===== src/rtl/alu_arb_pkg.sv =====
// Shared types and constants for the two-port ALU arbiter.
// The optional repeat-pass feature is enabled by defining ALU_ARB_REPEAT_EN.
package alu_arb_pkg;

  localparam int DW   = 8;
  localparam int OPW  = 4;
  localparam int RPTW = 3;

  typedef enum logic [1:0] {
    IDLE = 2'd0,
    EXEC = 2'd1,
    RESP = 2'd2
  } state_e;

  // Opcodes understood by the external ALU; the arbiter itself never decodes them.
  localparam logic [OPW-1:0] OP_ADD = 4'b0000;
  localparam logic [OPW-1:0] OP_SUB = 4'b0001;
  localparam logic [OPW-1:0] OP_ROL = 4'b1000;
  localparam logic [OPW-1:0] OP_ROR = 4'b1001;
  localparam logic [OPW-1:0] OP_DEC = 4'b1010;
  localparam logic [OPW-1:0] OP_INV = 4'b1011;

endpackage


===== src/rtl/alu_arbiter_rr_arb2.sv =====
// Two-way round-robin grant: on a tie the port not granted last time wins.
module rr_arb2 (
  input  logic [1:0] req,
  input  logic       last,
  output logic [1:0] gnt
);

  always_comb begin
    gnt = 2'b00;
    case (req)
      2'b01:   gnt = 2'b01;
      2'b10:   gnt = 2'b10;
      2'b11:   gnt = last ? 2'b01 : 2'b10;
      default: gnt = 2'b00;
    endcase
  end

endmodule


===== src/rtl/alu_arbiter.sv =====
// Shares one combinational ALU between the CPU (port 0) and scan engine (port 1).
// Define ALU_ARB_REPEAT_EN to let a request re-apply its opcode to its own result.
module alu_arbiter #(
  parameter int DW   = 8,
  parameter int OPW  = 4,
  parameter int RPTW = 3
) (
  input  logic              clk,
  input  logic              rst,
  input  logic [1:0]        req_valid,
  output logic [1:0]        req_ready,
  input  logic [2*OPW-1:0]  req_op,
  input  logic [2*DW-1:0]   req_a,
  input  logic [2*DW-1:0]   req_b,
  input  logic [2*RPTW-1:0] req_rpt,
  output logic [1:0]        rsp_valid,
  input  logic [1:0]        rsp_ready,
  output logic [DW-1:0]     rsp_data,
  output logic [DW-1:0]     alu_a,
  output logic [DW-1:0]     alu_b,
  output logic [OPW-1:0]    alu_opcode,
  input  logic [DW-1:0]     alu_y,
  output logic              busy
);

  import alu_arb_pkg::*;

  state_e          state_q;
  logic            own_q;
  logic            last_q;
  logic [OPW-1:0]  op_q;
  logic [DW-1:0]   a_q;
  logic [DW-1:0]   b_q;
  logic [DW-1:0]   res_q;
  logic [1:0]      gnt;
  logic [OPW-1:0]  selOp;
  logic [DW-1:0]   selA;
  logic [DW-1:0]   selB;

  rr_arb2 u_rr_arb2 (
    .req  (req_valid),
    .last (last_q),
    .gnt  (gnt)
  );

  assign selOp = gnt[1] ? req_op[2*OPW-1:OPW] : req_op[OPW-1:0];
  assign selA  = gnt[1] ? req_a[2*DW-1:DW]    : req_a[DW-1:0];
  assign selB  = gnt[1] ? req_b[2*DW-1:DW]    : req_b[DW-1:0];

`ifdef ALU_ARB_REPEAT_EN
  logic [RPTW-1:0] cnt_q;
  logic [RPTW-1:0] selRpt;
  assign selRpt = gnt[1] ? req_rpt[2*RPTW-1:RPTW] : req_rpt[RPTW-1:0];
`else
  logic unused_rpt;
  assign unused_rpt = ^req_rpt;
`endif

  assign req_ready  = (state_q == IDLE) ? gnt : 2'b00;
  assign rsp_valid  = (state_q == RESP) ? (own_q ? 2'b10 : 2'b01) : 2'b00;
  assign rsp_data   = res_q;
  assign alu_a      = a_q;
  assign alu_b      = b_q;
  assign alu_opcode = op_q;
  assign busy       = (state_q != IDLE);

  // In EXEC the ALU output feeds back into operand A until the pass count runs out.
  always_ff @(posedge clk) begin
    if (rst) begin
      state_q <= IDLE;
      own_q   <= 1'b0;
      last_q  <= 1'b1;
      op_q    <= '0;
      a_q     <= '0;
      b_q     <= '0;
      res_q   <= '0;
`ifdef ALU_ARB_REPEAT_EN
      cnt_q   <= '0;
`endif
    end else begin
      case (state_q)
        IDLE: begin
          if (|gnt) begin
            own_q   <= gnt[1];
            op_q    <= selOp;
            a_q     <= selA;
            b_q     <= selB;
`ifdef ALU_ARB_REPEAT_EN
            cnt_q   <= selRpt;
`endif
            state_q <= EXEC;
          end
        end
        EXEC: begin
          res_q <= alu_y;
`ifdef ALU_ARB_REPEAT_EN
          if (cnt_q != '0) begin
            a_q   <= alu_y;
            cnt_q <= cnt_q - RPTW'(1);
          end else begin
            state_q <= RESP;
          end
`else
          state_q <= RESP;
`endif
        end
        RESP: begin
          if (rsp_ready[own_q]) begin
            last_q  <= own_q;
            state_q <= IDLE;
          end
        end
        default: state_q <= IDLE;
      endcase
    end
  end

endmodule


===== config.mk =====
export PLATFORM = sky130hd
export DESIGN_NAME = alu_arbiter
export DESIGN_NICKNAME = d
export VERILOG_FILES = /design/src/rtl/alu_arb_pkg.sv /design/src/rtl/alu_arbiter_rr_arb2.sv /design/src/rtl/alu_arbiter.sv
export SDC_FILE = /design/constraint.sdc
export NUM_CORES = 1
export LEC_CHECK = 0
export CORE_ASPECT_RATIO = 1.1
export CORE_MARGIN = 2
export CORE_UTILIZATION = 37
export CTS_CLUSTER_DIAMETER = 120
export DETAILED_ROUTE_END_ITERATION = 7
export PLACE_DENSITY = 0.81
export SLEW_MARGIN = 20
export SYNTH_ARGS = -nofsm -noshare
export SYNTH_HDL_FRONTEND = slang
export SYNTH_SLANG_ARGS = --single-unit

===== constraint.sdc =====
create_clock -name clk -period 2.7 [get_ports clk]
set_input_delay 0.81 -clock clk [delete_from_list [all_inputs] [get_ports clk]]
set_output_delay 0.81 -clock clk [all_outputs]
set_load 0.05 [all_outputs]

Word-level counts from Yosys, hierarchy flattened

Index checks and enable logic that the tools add are counted.

Flip-flop bits (word level): 32
Bits of input ports: 60
Output and inout bits: 33
Word-level logic and storage cells: 34

Magnitude comparators: 1
Eq/ne operators: 7
Muxes and demuxes: 13
Reductions and logical operators: 6

Operator list:

| cell                                                  | number |
|---|---|
| 2-to-1 mux 8 bit                                      | 2 |
| 2-to-1 mux 2 bit                                      | 6 |
| case mux 2 bit (3 select lines)                       | 2 |
| == test 2 bit, second input constant                  | 3 |
| AND reduction 2 bit                                   | 3 |
| == test 2 x 1 -> 1 bit, second input constant         | 2 |
| 2-to-1 mux 4 bit                                      | 1 |
| inequality test 2 x 1 -> 1 bit, second input constant | 2 |
| logical NOT 2 bit                                     | 1 |
| < comparator 1 x 2 -> 1 bit, second input constant    | 1 |
| 2-to-1 mux 1 bit                                      | 2 |
| nonzero test 2 bit                                    | 1 |
| OR reduction 2 bit                                    | 1 |

Logic depth before layout (Yosys ltp)

Gate-level depths: netlist (run 1).

Depth in word-level cells: 5
Gate-level depth with buffers: 6
Gate-level depth less buffers: 4

Hierarchy

Synthesis (run 1) repeated with hierarchy kept, for this count alone.

Cells, all modules: 158
Area total of the unflattened synthesis: 1520.2 um^2

By module, submodules not included:

| module      | instances | cells each | area an instance (um^2) | sequential area each (um^2) |
|---|---|---|---|---|
| alu_arbiter | 1         | 155        | 1501.4                  | 640.6 |
| rr_arb2     | 1         | 3          | 18.8                    | 0.0 |

Worst setup path before layout (run 1)

OpenSTA, ideal clock, no wires.

Path type: input port to output port
Start: in req_valid[0]
End: out req_ready[1]
Data arrival time: 1.947 ns
Data required time: 1.890 ns
Slack: -0.057 ns
Cell stages on the path: 5
Path buffers: 2
Cell sequence: clkbuf_1 a21boi_0 clkbuf_1 nand2_1 inv_1

Longest elaborated chain between the ends: 3
Elaborated cells on any way between the ends: 5
Those cells by class: eq/ne: 3; mux: 2

Ends and longest elaborated chain:

| item                                                           | line                      | RTL |
|---|---|---|
| start, declared                                                | alu_arbiter.sv:10         | `input logic [1:0] req_valid,` |
| == test 2 bit / == test 2 x 1 -> 1 bit (equally long branches) | alu_arbiter_rr_arb2.sv:10 | `case (req)` |
| case mux 2 bit (3 select lines) *                              | alu_arbiter_rr_arb2.sv:10 |  |
| 2-to-1 mux 2 bit *                                             | alu_arbiter.sv:59         | `assign req_ready = (state_q == IDLE) ? gnt : 2'b00;` |
| end, declared                                                  | alu_arbiter.sv:11         | `output logic [1:0] req_ready,` |

Every way passes the cells marked *; elsewhere a longest branch is shown, timed or not.

Worst setup path after layout (run 1)

Start: in req_valid[1]
End: out req_ready[0]

The elaborated chain is that of the path after synthesis.

==> results of run 1 <==
==> what timing repair did <==
| item | in CTS | in global routing |
|---|---|---|
| setup endpoints to repair | 0 | 1 |
| resized for setup | 0 | 2 |
| setup buffers | 0 | 0 |
==> cell usage after synthesis (all sizes together) <==
master / count
a21oi: 26
mux2i: 1
nand3: 1
o21bai: 1
nor2b: 2
and2: 1
buf: 4
a21boi: 1
nand2: 17
o221a: 6
nor2: 18
and2b: 1
nand3b: 1
inv: 10
o32ai: 14
dfxtp: 32
a31oi: 6
or3: 1
o21ai: 1
clkbuf: 10
nand2b: 16
==> tightest hold or removal path: stages, from the launching register on <==
cell	delay [ps]
dfxtp_1	310
nand2_1	50
a21oi_1	50
==> metrics by stage <==
stage	setup WS [ps]	setup TNS, ps	instance area [µm²]	hold WS [ps]	util
after detailed placement	31.6	0	2460	448	0.625
after global placement	41.5	0	2460	442	0.625
after floorplan	5.67	0	1500	497	-
after CTS	20.7	0	2550	457	0.649
final	78.3	0	2560	454	0.650
after global routing	-0.403	-0.403	2560	473	0.650
==> area by class of cell <==
type	instances	area, µm²
clock buffer	6	82.6
clock inverter	2	10.0
fill	340	1380
inverter	10	41.3
multi-input combinational	114	748
sequential	32	641
tap	52	65.1
timing repair buffer	98	968
==> sequential cells by signal (all words and copies together), names as in the netlist <==
register    flops
alu_opcode      4
state_q         2
rsp_data        8
last_q          1
alu_a           8
alu_b           8
own_q           1
==> power breakdown <==
group          switching (mW)  internal (mW)
Sequential             0.0293          0.520
Combinational           0.307          0.239
Clock                   0.173          0.203
==> per-layer routing <==
layer / global-route usage / vias up
met4: 0.0496 / 0
met1: 0.211 / 676
met5: 0 / -
met2: 0.319 / 52
li1: - / 779
met3: 0.0668 / 5
==> worst min-delay path by stage <==
stage / startpoint / cells past startpoint / to
after floorplan: last_q$_SDFFE_PP1P_ / 2 / last_q$_SDFFE_PP1P_
final: rsp_data[5]$_SDFFE_PP0N_ / 2 / rsp_data[5]$_SDFFE_PP0N_
after global placement: rsp_data[5]$_SDFFE_PP0N_ / 2 / rsp_data[5]$_SDFFE_PP0N_
after detailed placement: rsp_data[2]$_SDFFE_PP0N_ / 2 / rsp_data[2]$_SDFFE_PP0N_
after CTS: rsp_data[2]$_SDFFE_PP0N_ / 2 / rsp_data[2]$_SDFFE_PP0N_
after global routing: rsp_data[6]$_SDFFE_PP0N_ / 2 / rsp_data[6]$_SDFFE_PP0N_
==> cell families after synthesis <==
group | after synthesis | share of synthesized area
compound gates | 55 | 0.298
buf+inv | 24 | 0.0770
mux | 1 | 0.00669
simple gates | 58 | 0.190
flops | 32 | 0.428
==> cell usage in the layout (no fill, tap or decap), types with 2 or more instances in the layout <==
master           synthesis  routed
a21oi_1                 26      26
buf_4                    0      14
nor2b_1                  2       2
nand2_1                 17      16
clkdlybuf4s50_1          0      81
inv_1                    9       8
dfxtp_1                 32      32
o32ai_1                  5       5
clkbuf_8                 0       6
o221a_2                  6       6
nor2_1                  17      16
a31oi_1                  6       6
o32ai_2                  9       9
clkinv_2                 0       2
buf_12                   1       2
nand2b_1                16      16
==> run metrics, run 1 <==
status complete, no violations; reg-to-reg startpoint state_q[1]$_SDFFE_PP0P_; VDD IR max 308 µV; I/O Buffers 86; TritonCTS clock tree yes; Layout area overhead 71.0%; Die Y-Extent 70.7 µm; Worst Hold Class register to register; clock skew 6.94 ps; sequential area share after synthesis 0.428; Hold Buf Count CTS 0; Syn Std Cell Area 1500 µm²; Crit Reg-Reg Endpoint alu_b[0]$_SDFFE_PP0P_; post-synth top area cell dfxtp_1; CTS Sinks 32; clock root buffer clkbuf_8; Pre-Repair DR Iteration Count 4; first-pass GRT wire length 6.59 mm; Gate Count Post-Synth 170; grt total ovfl 0; WP buf/inv 4; Top Metal Used met4; CTS buffer count 5; CP arrival 1810 ps; Via Count 1512; Post-Route M1 WL 1.68 mm; max_slew headroom 0.653; crit-path max FO 2; antenna violations before repair 0; Area contributors post-synth dfxtp_1 43%, o32ai_2 9.8%, a21oi_1 8.7%; core area 3930 µm²; Met3 Wirelength 253 µm; # diodes 0; Die ar. 4570 µm²; reg2reg path depth 5; post-route DRC violation count 0; routability cong. 0.748; Starting Density 0.380; critical path's slowest cell clkdlybuf4s50_1; row cnt 24; Synth warnings 0; leak pwr 0.987 nW; drt initial violations 42; # setup viols final 0; fin crit period 2620 ps; H-tree level count 2; Slew Limit Fails 0; element type at the critical path end output pin; Top delay family on crit path buffers and inverters; routed wire length 4.01 mm; syn_area_per_cell 8.80 µm²; clock-pin slew on the worst setup and hold paths 60 ps; largest net degree at the start of global routing 32; vias per cell 4.82; Synth Net Count 230; max cap viols 0; Yosys top cell area share 0.428; Yosys cell types 27; Setup crit end req_ready[0]; Finished Layout Cells 314; Synth Register Bits 32; Worst path max stage delay 420 ps; Total Nets Final 321; Final Hold Vio Count 0; Max clock buf depth 2; io pins 93; Die Width 64.6 µm; All-Layer GR Usage 0.183; Routed WL per cell 12.8 µm; worst-margin pin slew 519 ps; startpoint types input port; Tot Pwr 1.47 mW; fraction of layout cells with a size suffix above 1 0.172; Critical Path Stages 6; DP Cell Count 306; Final ANT Viol Nets 0; Max Clk Rate 0.381 GHz; worst path required time 1890 ps; PD cells 576 nW/µm²; metal2 WL 2.03 mm; worst skew pair latency 280 ps; reg-to-reg slack, setup 1040 ps; DP HPWL 2.98 mm; CP Cell Sequence clkdlybuf4s50_1 -> buf_4 -> nand2b_1 -> nand3_1 -> inv_1 -> buf_12; beginning of the critical path req_valid[1]; critical path class input port to output pin; Final Cycle Share 0.971; vias in the first global route 1490
Note: power is estimated with default switching activity, not from simulation.
==> run 2, diff against run 1 <==
- CORE_ASPECT_RATIO: 1.1 -> unset
==> run metrics, run 2 (synthesis results as in run 1) <==
status complete, no violations (unchanged); critical path class input port to output pin (unchanged); critical path's slowest cell clkdlybuf4s50_1 (unchanged); Met3 Wirelength 324 µm (was 253 µm); row cnt 23 (was 24); routability cong. 0.722 (was 0.748); clock-pin slew on the worst setup and hold paths 70 ps (was 60 ps); leak pwr 0.962 nW (was 0.987 nW); fillers 333 (was 340); H-tree level count 2 (unchanged); metal2 WL 2.13 mm (was 2.03 mm); grt total ovfl 0 (unchanged); area of the multi-input gates 748 µm² (unchanged); Hold Buf Count CTS 0 (unchanged); antenna violations before repair 0 (unchanged); CP Cell Sequence clkdlybuf4s50_1 -> a21boi_2 -> nand2_2 -> clkinvlp_4 -> buf_12 (was clkdlybuf4s50_1 -> buf_4 -> nand2b_1 -> nand3_1 -> inv_1 -> buf_12); beginning of the critical path req_valid[1] (unchanged); CP arrival 1850 ps (was 1810 ps); TritonCTS clock tree yes (unchanged); Crit Reg-Reg Endpoint alu_b[4]$_SDFFE_PP0P_ (was alu_b[0]$_SDFFE_PP0P_); core area 3940 µm² (was 3930 µm²); startpoint types input port (unchanged); I/O Buffers 86 (unchanged); Top delay family on crit path buffers and inverters (unchanged); Final Cycle Share 0.987 (was 0.971); PD cells 610 nW/µm² (was 576 nW/µm²); CTS Sinks 32 (unchanged); post-route DRC violation count 0 (unchanged); WP buf/inv 3 (was 4); most common cell after layout, fill and taps aside clkdlybuf4s50_1 (unchanged); VDD IR max 420 µV (was 308 µV); Layout area overhead 69.9% (was 71.0%); Max Clk Rate 0.375 GHz (was 0.381 GHz); worst-margin pin slew 524 ps (was 519 ps); register area 641 µm² (unchanged); Worst path max stage delay 500 ps (was 420 ps); Via Count 1538 (was 1512); All-Layer GR Usage 0.192 (was 0.183); Max clock buf depth 2 (unchanged); Setup crit end req_ready[1] (was req_ready[0]); Critical Path Stages 5 (was 6); Die Width 67.6 µm (was 64.6 µm); Die Y-Extent 67.6 µm (was 70.7 µm); routed wire length 4.27 mm (was 4.01 mm); Starting Density 0.379 (was 0.380); Total Nets Final 317 (was 321); Slew Limit Fails 0 (unchanged); Tot Pwr 1.55 mW (was 1.47 mW); Pre-Repair DR Iteration Count 4 (unchanged); Final ANT Viol Nets 0 (unchanged); Post-Route M1 WL 1.75 mm (was 1.68 mm); crit-path max FO 3 (was 2); clock skew 2.48 ps (was 6.94 ps); Worst Hold Class register to register (unchanged); Die ar. 4570 µm² (about the same); reg-to-reg startpoint state_q[1]$_SDFFE_PP0P_ (unchanged); io pins 93 (unchanged); CTS buffer count 5 (unchanged); clock root buffer clkbuf_8 (unchanged); max cap viols 0 (unchanged); reg-to-reg slack, setup 960 ps (was 1040 ps); pre-CTS WS 35.8 ps (was 31.6 ps); # setup viols final 0 (unchanged); fin crit period 2660 ps (was 2620 ps); element type at the critical path end output pin (unchanged); DP HPWL 2.98 mm (about the same); Final Hold Vio Count 0 (unchanged); reg2reg path depth 5 (unchanged); first-pass GRT wire length 6.56 mm (was 6.59 mm); Routed WL per cell 13.9 µm (was 12.8 µm); worst path required time 1890 ps (about the same); vias per cell 4.99 (was 4.82); Top Metal Used met4 (unchanged); post-route setup slack 35.1 ps (was 78.3 ps); fraction of layout cells with a size suffix above 1 0.159 (was 0.172); largest net degree at the start of global routing 32 (unchanged); max_slew headroom 0.650 (was 0.653); highest-count cells in the layout ignoring fill and taps 82 x clkdlybuf4s50_1, 32 x dfxtp_1, 26 x a21oi_1 (was 81 x clkdlybuf4s50_1, 32 x dfxtp_1, 26 x a21oi_1); worst skew pair latency 290 ps (was 280 ps); # diodes 0 (unchanged); drt initial violations 99 (was 42); vias in the first global route 1522 (was 1490)
run 2: changes by cell type in the layout (fill, tap and decap cells not counted), sizes merged:
| cell | before | now |
|---|---|---|
| buf | 16 | 12 |
| bufinv | 0 | 1 |
| clkbuf | 6 | 5 |
| clkdlybuf4s50 | 81 | 82 |
| clkinv | 2 | 1 |
| clkinvlp | 1 | 2 |
| dlymetal6s2s | 1 | 0 |
run 2: timing repair:
| action | in CTS | in global routing |
|---|---|---|
| setup buffers | 0 | 0 |
| setup endpoints to repair | 0 | 1 |
| hold endpoints to repair | 0 | 0 |
| gates resized for setup | 0 | 1 |
run 2: final cells by class:
cell class / instances / share of cell area
clock buffers: 5 / 0.0271
clock inverters: 3 / 0.0167
inverters: 10 / 0.0163
multi-input cells: 114 / 0.295
flip-flops and latches: 32 / 0.252
well taps: 50 / 0.0246
repair buffers: 94 / 0.368
run 2: worst min-delay path: cells and delay by family, from the launching register on:
family          cells  cell delay, ps
simple gates        1              50
flops               1             310
compound gates      1              50
run 2: per-stage QoR:
step	std cells	TNS [ps]	hold slack [ps]	utilization	instance area, µm²
after floorplan	170	0	497	-	1500
after global placement	300	0	442	0.615	2430
after detailed placement	300	0	450	0.615	2430
after CTS	308	0	462	0.644	2540
after global routing	308	-31.3	481	0.644	2540
final	308	0	459	0.644	2540
run 2: worst min path at each step:
stage	start	cells after the start	slack (ps)	end
3_3_place_gp	rsp_data[5]$_SDFFE_PP0N_	2	440	rsp_data[5]$_SDFFE_PP0N_
4_1_cts	rsp_data[0]$_SDFFE_PP0N_	2	460	rsp_data[0]$_SDFFE_PP0N_
3_5_place_dp	rsp_data[0]$_SDFFE_PP0N_	2	450	rsp_data[0]$_SDFFE_PP0N_
6_report	rsp_data[0]$_SDFFE_PP0N_	2	460	rsp_data[0]$_SDFFE_PP0N_
2_1_floorplan	last_q$_SDFFE_PP1P_	2	500	last_q$_SDFFE_PP1P_
5_1_grt	rsp_data[7]$_SDFFE_PP0N_	2	480	rsp_data[7]$_SDFFE_PP0N_
run 2: per-layer routing:
| layer | track usage | up-vias |
|---|---|---|
| met4 | 0.0689 | 0 |
| met5 | 0 | - |
| li1 | - | 767 |
| met1 | 0.211 | 711 |
| met2 | 0.332 | 54 |
| met3 | 0.0733 | 6 |
run 2: where the power goes:
group	internal [mW]	total, mW	leakage [nW]	switching [mW]
clock network	0.273	0.454	0.0541	0.182
logic	0.235	0.545	0.644	0.310
registers	0.520	0.550	0.264	0.0298
